## src/rtl/sample_packer.sv

```systemverilog
`default_nettype none
// ============================================================================
// Module   : sample_packer
// Purpose  : Fast-clock front end of the acquisition path. Divides the sample
//            clock, captures the probe pins, compacts the enabled channels and
//            packs them LSB-first into 16-bit words for the sample FIFO write
//            port. A FIFO overflow latches a sticky stall that only reset
//            clears.
// Ports    : clk               fast sample clock (rising edge)
//            rst_n             synchronous active-low reset
//            probe[15:0]       raw probe pins
//            acq_enable        acquisition run/stop (already synchronized)
//            clock_divisor[7:0] sample period = clock_divisor+1 cycles
//            channel_enable[15:0] channel mask, bit i selects probe[i]
//            overflow          FIFO overflow flag
//            sample_data[15:0] packed word to FIFO din
//            sample_data_avail one-cycle FIFO write strobe
//            stalled           sticky overflow indication
// Options  : SAMPLE_PACKER_TEST_PATTERN_EN - replaces the probe register with
//            a 16-bit ramp counter (cleared on run start, +1 per strobe).
// Revision : 1.0 - initial release
// ============================================================================
module sample_packer (
  input  logic        clk,
  input  logic        rst_n,
  input  logic [15:0] probe,
  input  logic        acq_enable,
  input  logic [7:0]  clock_divisor,
  input  logic [15:0] channel_enable,
  input  logic        overflow,
  output logic [15:0] sample_data,
  output logic        sample_data_avail,
  output logic        stalled
);

  typedef enum logic [1:0] {
    S_IDLE  = 2'd0,
    S_RUN   = 2'd1,
    S_FLUSH = 2'd2,
    S_STALL = 2'd3
  } state_t;

  state_t      r_state;
  logic        r_acq_prev;
  logic [15:0] r_mask;
  logic [7:0]  r_div;
  logic [7:0]  r_div_cnt;
  logic [15:0] r_probe;
  logic        r_cap_valid;
  logic [30:0] r_acc;
  logic [3:0]  r_cnt;
  logic [15:0] r_sample_data;
  logic        r_avail;
  logic        r_stalled;

  logic        w_start;
  logic        w_stop;
  logic        w_strobe;
  logic [15:0] w_field;
  logic [4:0]  w_n;
  logic [4:0]  w_sum;
  logic [30:0] w_merged;

`ifdef SAMPLE_PACKER_TEST_PATTERN_EN
  logic [15:0] r_pat;
  logic        w_unused_probe;
  assign w_unused_probe = ^probe;
`endif

  assign w_start  = (r_state == S_IDLE) && acq_enable && !r_acq_prev;
  assign w_stop   = (r_state == S_RUN) && !acq_enable && r_acq_prev;
  // Strobes are gated by acq_enable so the last captured field always lands
  // in the accumulator while still in RUN, never colliding with the flush.
  assign w_strobe = (r_state == S_RUN) && acq_enable && (r_div_cnt == 8'd0);

  // Compaction: enabled channels in ascending order, lowest at bit 0.
  // w_n ends up as the popcount of the latched mask.
  always_comb begin
    w_field = '0;
    w_n     = '0;
    for (int i = 0; i < 16; i++) begin
      if (r_mask[i]) begin
        w_field[w_n[3:0]] = r_probe[i];
        w_n               = w_n + 5'd1;
      end
    end
  end

  // Bits at and above r_cnt are always zero, so OR-merging is safe.
  assign w_merged = r_acc | ({15'd0, w_field} << r_cnt);
  assign w_sum    = {1'b0, r_cnt} + w_n;

  always_ff @(posedge clk) begin
    if (!rst_n) begin
      r_state       <= S_IDLE;
      r_acq_prev    <= 1'b0;
      r_mask        <= '0;
      r_div         <= '0;
      r_div_cnt     <= '0;
      r_probe       <= '0;
      r_cap_valid   <= 1'b0;
      r_acc         <= '0;
      r_cnt         <= '0;
      r_sample_data <= '0;
      r_avail       <= 1'b0;
      r_stalled     <= 1'b0;
`ifdef SAMPLE_PACKER_TEST_PATTERN_EN
      r_pat         <= '0;
`endif
    end else begin
      r_acq_prev  <= acq_enable;
      r_avail     <= 1'b0;
      r_cap_valid <= w_strobe;

`ifdef SAMPLE_PACKER_TEST_PATTERN_EN
      if (w_start) begin
        r_pat <= '0;
      end else if (w_strobe) begin
        r_probe <= r_pat;
        r_pat   <= r_pat + 16'd1;
      end
`else
      r_probe <= probe;
`endif

      case (r_state)
        S_IDLE: begin
          if (w_start) begin
            r_state   <= S_RUN;
            r_mask    <= channel_enable;
            r_div     <= clock_divisor;
            r_div_cnt <= '0;
            r_acc     <= '0;
            r_cnt     <= '0;
          end
        end
        S_RUN: begin
          r_div_cnt <= (r_div_cnt == r_div) ? 8'd0 : r_div_cnt + 8'd1;
          if (r_cap_valid) begin
            if (w_sum >= 5'd16) begin
              r_sample_data <= w_merged[15:0];
              r_avail       <= 1'b1;
              r_acc         <= w_merged >> 16;
            end else begin
              r_acc <= w_merged;
            end
            // Low nibble of the sum is the new fill count in both branches.
            r_cnt <= w_sum[3:0];
          end
          if (w_stop) begin
            r_state <= S_FLUSH;
          end
        end
        S_FLUSH: begin
          if (r_cnt != 4'd0) begin
            r_sample_data <= r_acc[15:0];
            r_avail       <= 1'b1;
          end
          r_acc   <= '0;
          r_cnt   <= '0;
          r_state <= S_IDLE;
        end
        default: begin
        end
      endcase

      // Overflow wins over everything above, including a same-cycle emit.
      if (overflow || (r_state == S_STALL)) begin
        r_state       <= S_STALL;
        r_stalled     <= 1'b1;
        r_avail       <= 1'b0;
        r_sample_data <= r_sample_data;
        r_cap_valid   <= 1'b0;
        r_div_cnt     <= r_div_cnt;
        r_acc         <= '0;
        r_cnt         <= '0;
      end
    end
  end

  assign sample_data       = r_sample_data;
  assign sample_data_avail = r_avail;
  assign stalled           = r_stalled;

endmodule
`default_nettype wire
```

## config.mk

```make
export PLATFORM = sky130hd
export DESIGN_NAME = sample_packer
export DESIGN_NICKNAME = d
export VERILOG_FILES = /design/src/rtl/sample_packer.sv
export SDC_FILE = /design/constraint.sdc
export NUM_CORES = 1
export LEC_CHECK = 0
export ABC_AREA = 1
export ABC_CLOCK_PERIOD_IN_PS = 12900
export CORE_MARGIN = 2
export CORE_UTILIZATION = 60
export CTS_BUF_LIST = sky130_fd_sc_hd__clkbuf_4
export DETAILED_ROUTE_END_ITERATION = 16
export GPL_TIMING_DRIVEN = 0
export PLACE_DENSITY = 0.8
export RECOVER_POWER = 100
export SYNTH_ARGS = -nofsm -noshare
export SYNTH_HDL_FRONTEND = slang
export SYNTH_SLANG_ARGS = --single-unit
```

## constraint.sdc

```tcl
create_clock -name clk -period 12.9 [get_ports clk]
set_input_delay 1.935 -clock clk [delete_from_list [all_inputs] [get_ports clk]]
set_output_delay 1.935 -clock clk [all_outputs]
set_load 0.03 [all_outputs]
```

-- Word-level counts from Yosys, hierarchy flattened
Index checks and enable logic that the tools add are counted.
- bits of input ports: 44
- flip-flop bits (word level): 105
- output and inout port bits: 18
- logic and storage cells: 210
- shifts and indexed selects: 1
- equal/unequal tests: 10
- bitwise logic cells: 3
- magnitude comparators: 31
- reductions and logical operators: 37
- $add $sub $neg: 17
- muxes and demuxes: 99
- operator list (operator ; number):
    2-to-1 mux 16 bit ; 18
    bitwise mux 16 bit ; 15
    2-to-1 mux 31 bit ; 3
    one-hot mux 31 bit (3 select lines) ; 1
    adder 5 x 1 -> 5 bit (second input constant) ; 15
    < comparator 4 x 5 -> 1 bit (second input constant) ; 15
    2-to-1 mux 5 bit ; 15
    demux 1 bit (select 4 bit) ; 15
    greater-or-equal comparator 4 x 1 -> 1 bit (second input constant) ; 15
    one-hot mux 16 bit (2 select lines) ; 1
    OR 31 bit ; 1
    left shift 16 x 4 -> 31 bit ; 1
    logical AND 1 bit ; 21
    2-to-1 mux 1 bit ; 20
    2-to-1 mux 8 bit ; 2
    one-hot mux 8 bit (2 select lines) ; 1
    one-hot mux 4 bit (3 select lines) ; 1
    AND reduction 3 bit ; 3
    adder 8 x 1 -> 8 bit (second input constant) ; 1
    == test 8 bit ; 1
    zero test 8 bit ; 1
    2-to-1 mux 4 bit ; 2
    nonzero test 4 bit ; 2
    2-to-1 mux 2 bit ; 3
    other kinds (18) ; 25

-- Depth between registers and ports, before layout
- word-level depth: 40
- mapped depth: 65
- depth with buffers taken out: 64

-- Worst setup path before layout
OpenSTA, ideal clock, no wires.
- path type: flip-flop to flip-flop
- from: reg r_mask[0]
- to: reg r_sample_data[12], in the netlist sample_data[12]
- setup slack: 1831 ps
- stages on the path, launching flop included: 62
- library setup time: 117 ps
- required time: 12783 ps
- arrival time: 10952 ps
- clock period less this slack: 11069 ps
- path buffers: 1
- path through: dfxtp_1 fa_1 ha_1 nand2_1 nand2_1 ha_1 or2_1 nand2_1 inv_1 ha_1 nand2_1 nand2_1 inv_1 ha_1 nand2_1 nand2_1 inv_1 ha_1 (+26 left out) ha_1 nand2_1 o21ai_0 fa_1 o21bai_1 a21oi_1 xnor2_2 nand3b_4 nand2_1 nand2_2 nand2_1 nand2_2 nand2_4 o21ai_4 inv_4 buf_6 o21ai_1 a21oi_1
- cells in the longest elaborated chain, start to end: 40
- elaborated cells on any way between the ends: 146
- classes of those cells: add/sub (16); order compare (31); eq/ne (1); shift (1); mux (80); bitwise (1); reduce/logical (16)
- ends and longest elaborated chain (element ; line ; text):
    start: declaration ; 45 ; logic [15:0] r_mask;
    start signal: assignment ; 130 ; r_mask <= channel_enable;
    2-to-1 mux 1 bit ; 82 ; if (r_mask[i]) begin
    adder 5 x 1 -> 5 bit, or another cell as far along ; 84 ; w_n = w_n + 5'd1;
    2-to-1 mux 5 bit / logical AND 1 bit (equally long branches) ; 82, 83 ;
    adder 5 x 1 -> 5 bit, or another cell as far along ; 84 ;
    2-to-1 mux 5 bit, or another cell as far along ; 82 ;
    adder 5 x 1 -> 5 bit, or another cell as far along ; 84 ;
    2-to-1 mux 5 bit, or another cell as far along ; 82 ;
    adder 5 x 1 -> 5 bit, or another cell as far along ; 84 ;
    (+24 left out) ; n/a ;
    demux 1 bit (select 4 bit) / 2-to-1 mux 16 bit (equally long branches) ; 83, 82 ;
    bitwise mux 16 bit ; 83 ; w_field[w_n[3:0]] = r_probe[i];
    2-to-1 mux 16 bit ; 82 ;
    left shift 16 x 4 -> 31 bit ; 90 ; assign w_merged = r_acc | ({15'd0, w_field} << r_cnt);
    OR 31 bit ; 90 ;
    2-to-1 mux 16 bit ; 140 ; if (w_sum >= 5'd16) begin
    2-to-1 mux 16 bit ; 139 ; if (r_cap_valid) begin
    one-hot mux 16 bit (2 select lines) ; 126 ; case (r_state)
    end signal: assignment ; 141 ; r_sample_data <= w_merged[15:0];
    end signal: assignment ; 156 ; r_sample_data <= r_acc[15:0];
    end signal: assignment ; 172 ; r_sample_data <= r_sample_data;
    end: declaration ; 52 ; logic [15:0] r_sample_data;
Parallel ways exist; a longest one is shown, timed or not. The select of a mux whose other input is x is not followed.
A chain may end at the register's enable or synchronous reset.

-- Final worst setup path
- from: reg r_mask[0]
- to: reg r_sample_data[8], in the netlist sample_data[8]
The elaborated chain is that of the path after synthesis.

==> reports/metrics.yaml <==
htreeDepth: 3
startpoint: "r_mask[0]"
grt-ovfl-total: 0
numCtsBuffers: 9
grt_pass1_vias: 12300
synth_top_area_share: 0.214
io_pins: 62
wl_per_cell_um: 16.1
crit_fanout: 10
rows: 50
synthArstFlopShare: 0
critical_path_required_ns: 13.33
ant_nets: 0
start_kind: "register"
syn_area_sq_um: 11600
die_x_um: 143
hold_viol: 0
cts_tree: "yes"
clockPowerShare: 0.142
die_h_um: 143
synth_largest_area_cell: "nand3_1"
final_cell_mix: "nand3_1, nand2_1, inv_1"
rsz0062_at_grt: "false"
routed_via_density: 5.96
slowest_stage: "dfxtp_1"
syn2layout_area_growth_pct: 9.41
initial_core_util: 0.615
via_count: 13600
first_iter_violations: 1285
grt_pass1_wl_um: 59800
grt_max_degree: 21
arrival_ns: 12.35
critPathMaxStageDelay_ns: 0.48
ys.flop_type: "dfxtp_1"
cts_root_buffer: "clkbuf_4"
grt_antenna_before_repair: 1
finalSetupViolCount: 0
slew_headroom: 0.461
clockBufferDepth: 2
syn_nets: 2060
finClkSkew_ns: 0.0929
ir_worst_vdd_mv: 0.0876
post_synth_main_area_contributors: "nand3_1, dfxtp_1, nand2_1"
wirelength_um: 36800
synth_edf_count: 0
gp_congestion: 0.986
synth_seq_cells: 105
p_leak_nw: 5.88
dr.pass1.iters: 6
drive_above_1_share: 0.0780
pwr-share-seq: 0.248
coreArea_sq_um: 18800
cpMostUsedCell: "nand2_1"
dp_hpwl_um: 29000
fin_crit_ns: 11.92
slew_viol_final: 0
p_int_mw: 0.681
layout_commonest_cell: "nand3_1"
power_switching_mw: 0.814
ys_seq_area_frac: 0.182
swShare: 0.544
status: "finished clean"
cap_violations: 0
cp-end-kind: "register"
synth_cell_types: 52
cts_hold_buf: 0
syn_avg_cell_area_sq_um: 5.93
power_density_nw_per_um2: 118
clock_sinks: 105
clk_pin_slew_worst_paths_ns: 0.28
track_usage: 0.361
fin_setup_tns_ns: 0
worstSetupPathType: "register to register"
drc: 0
cp_top_family: "adder cells"
worstSkewPairLatency_ns: 0.58
fmax_mhz: 83.9
worstReg2RegStart: "r_mask[0]"
hold_ws_ns: 0.483
p_comb_frac: 0.610
io_buffer_count: 60
yosys_warnings: 0
hold_start: "r_acc[20]"
fin_crit_sh: 0.924
die_area_sq_um: 20400
tightest_slew_ns: 0.809
syn-instance-count: 1950
cp.buffers_inverters: 13
min_path_type: "register to register"
fin_nets: 2131
## state kept, by name (all words and copies together) (netlist names)
name and count:
r_acc 31, r_acq_prev 1, r_cap_valid 1, r_cnt 4
r_div 8, r_div_cnt 8, r_mask 16, r_probe 16
r_state 2, sample_data 16, sample_data_avail 1, stalled 1
## synthesized netlist by cell type (8+ instances only)
cell      number
nand3_1      494
nand2_1      433
inv_1        209
nor2_1       131
dfxtp_1      105
nand4_1       88
a21oi_1       79
o21ai_0       71
ha_1          64
clkbuf_1      40
nand2_2       31
inv_2         19
nand3_2       19
nand2_4       18
o21ai_1       13
buf_2         12
clkinv_1      11
buf_1         10
nor3_1         9
xor2_1         9
or2_2          8
## what timing repair did
item                       CTS  global route
resized for setup            0             5
setup buffers                0             0
setup endpoints to repair    0            48
## metrics by stage
step | utilization | std cells | total power, mW | setup slack [ns] | cell area, sq um
6_report | 0.672 | 2287 | 1.50 | 0.980 | 12700
5_1_grt | 0.672 | 2287 | 1.62 | 0.0158 | 12700
4_1_cts | 0.672 | 2286 | 1.47 | 0.311 | 12700
3_5_place_dp | 0.664 | 2270 | 1.27 | 0.341 | 12500
3_3_place_gp | 0.664 | 2270 | 1.24 | 0.799 | 12500
2_1_floorplan | - | 1950 | 1.04 | 1.83 | 11600
## power groups by stage
| stage | logic, mW | clock network [mW] | registers [mW] |
|---|---|---|---|
| 4_1_cts | 0.893 | 0.208 | 0.370 |
| 2_1_floorplan | 0.648 | 0 | 0.390 |
| 3_3_place_gp | 0.867 | 0 | 0.376 |
| 3_5_place_dp | 0.889 | 0 | 0.377 |
| 6_report | 0.912 | 0.212 | 0.371 |
| 5_1_grt | 1.02 | 0.220 | 0.374 |
## per-layer routing
layer	routed length (um)	global-route usage	part of all wire	vias to the layer above
met2	16000	0.573	0.44	677
met3	3210	0.0453	0.087	86
met5	0	0	0	-
met4	956	0.108	0.026	0
li1	-	-	-	6707
met1	16600	0.513	0.45	6160
## final cells by class
| class | count | area (sq um) |
|---|---|---|
| fillers | 1819 | 6170 |
| diodes | 1 | 2.50 |
| multi-input cells | 1533 | 8210 |
| clock inverters | 7 | 92.6 |
| repair buffers | 60 | 601 |
| well taps | 260 | 325 |
| inverters | 240 | 903 |
| plain buffers | 72 | 354 |
| clock buffers | 9 | 67.6 |
| flip-flops and latches | 105 | 2100 |
## path summary, 6_finish.rpt
path	end	slack (ns)	cells past startpoint
max	sample_data[8]	0.98	64
min	r_acc[20]	0.48	2
max reg2reg	sample_data[8]	0.98	64
min reg2reg	r_acc[20]	0.48	2
## logic make-up (layout without fill, tap and decap cells)
group	after synthesis	after routing	share of synthesized area
compound gates	195	195	0.0932
xor+xnor	14	14	0.0112
fa+ha+maj	66	66	0.0727
buf+inv	312	388	0.109
flops	105	105	0.182
other cells	0	1	0
simple gates	1258	1258	0.532
## tightest hold or removal path: stages (launching register included)
cell     delay, ns
dfxtp_1       0.38
nand2_1       0.06
a21oi_1       0.05
Note: power is estimated with default switching activity, not from simulation.
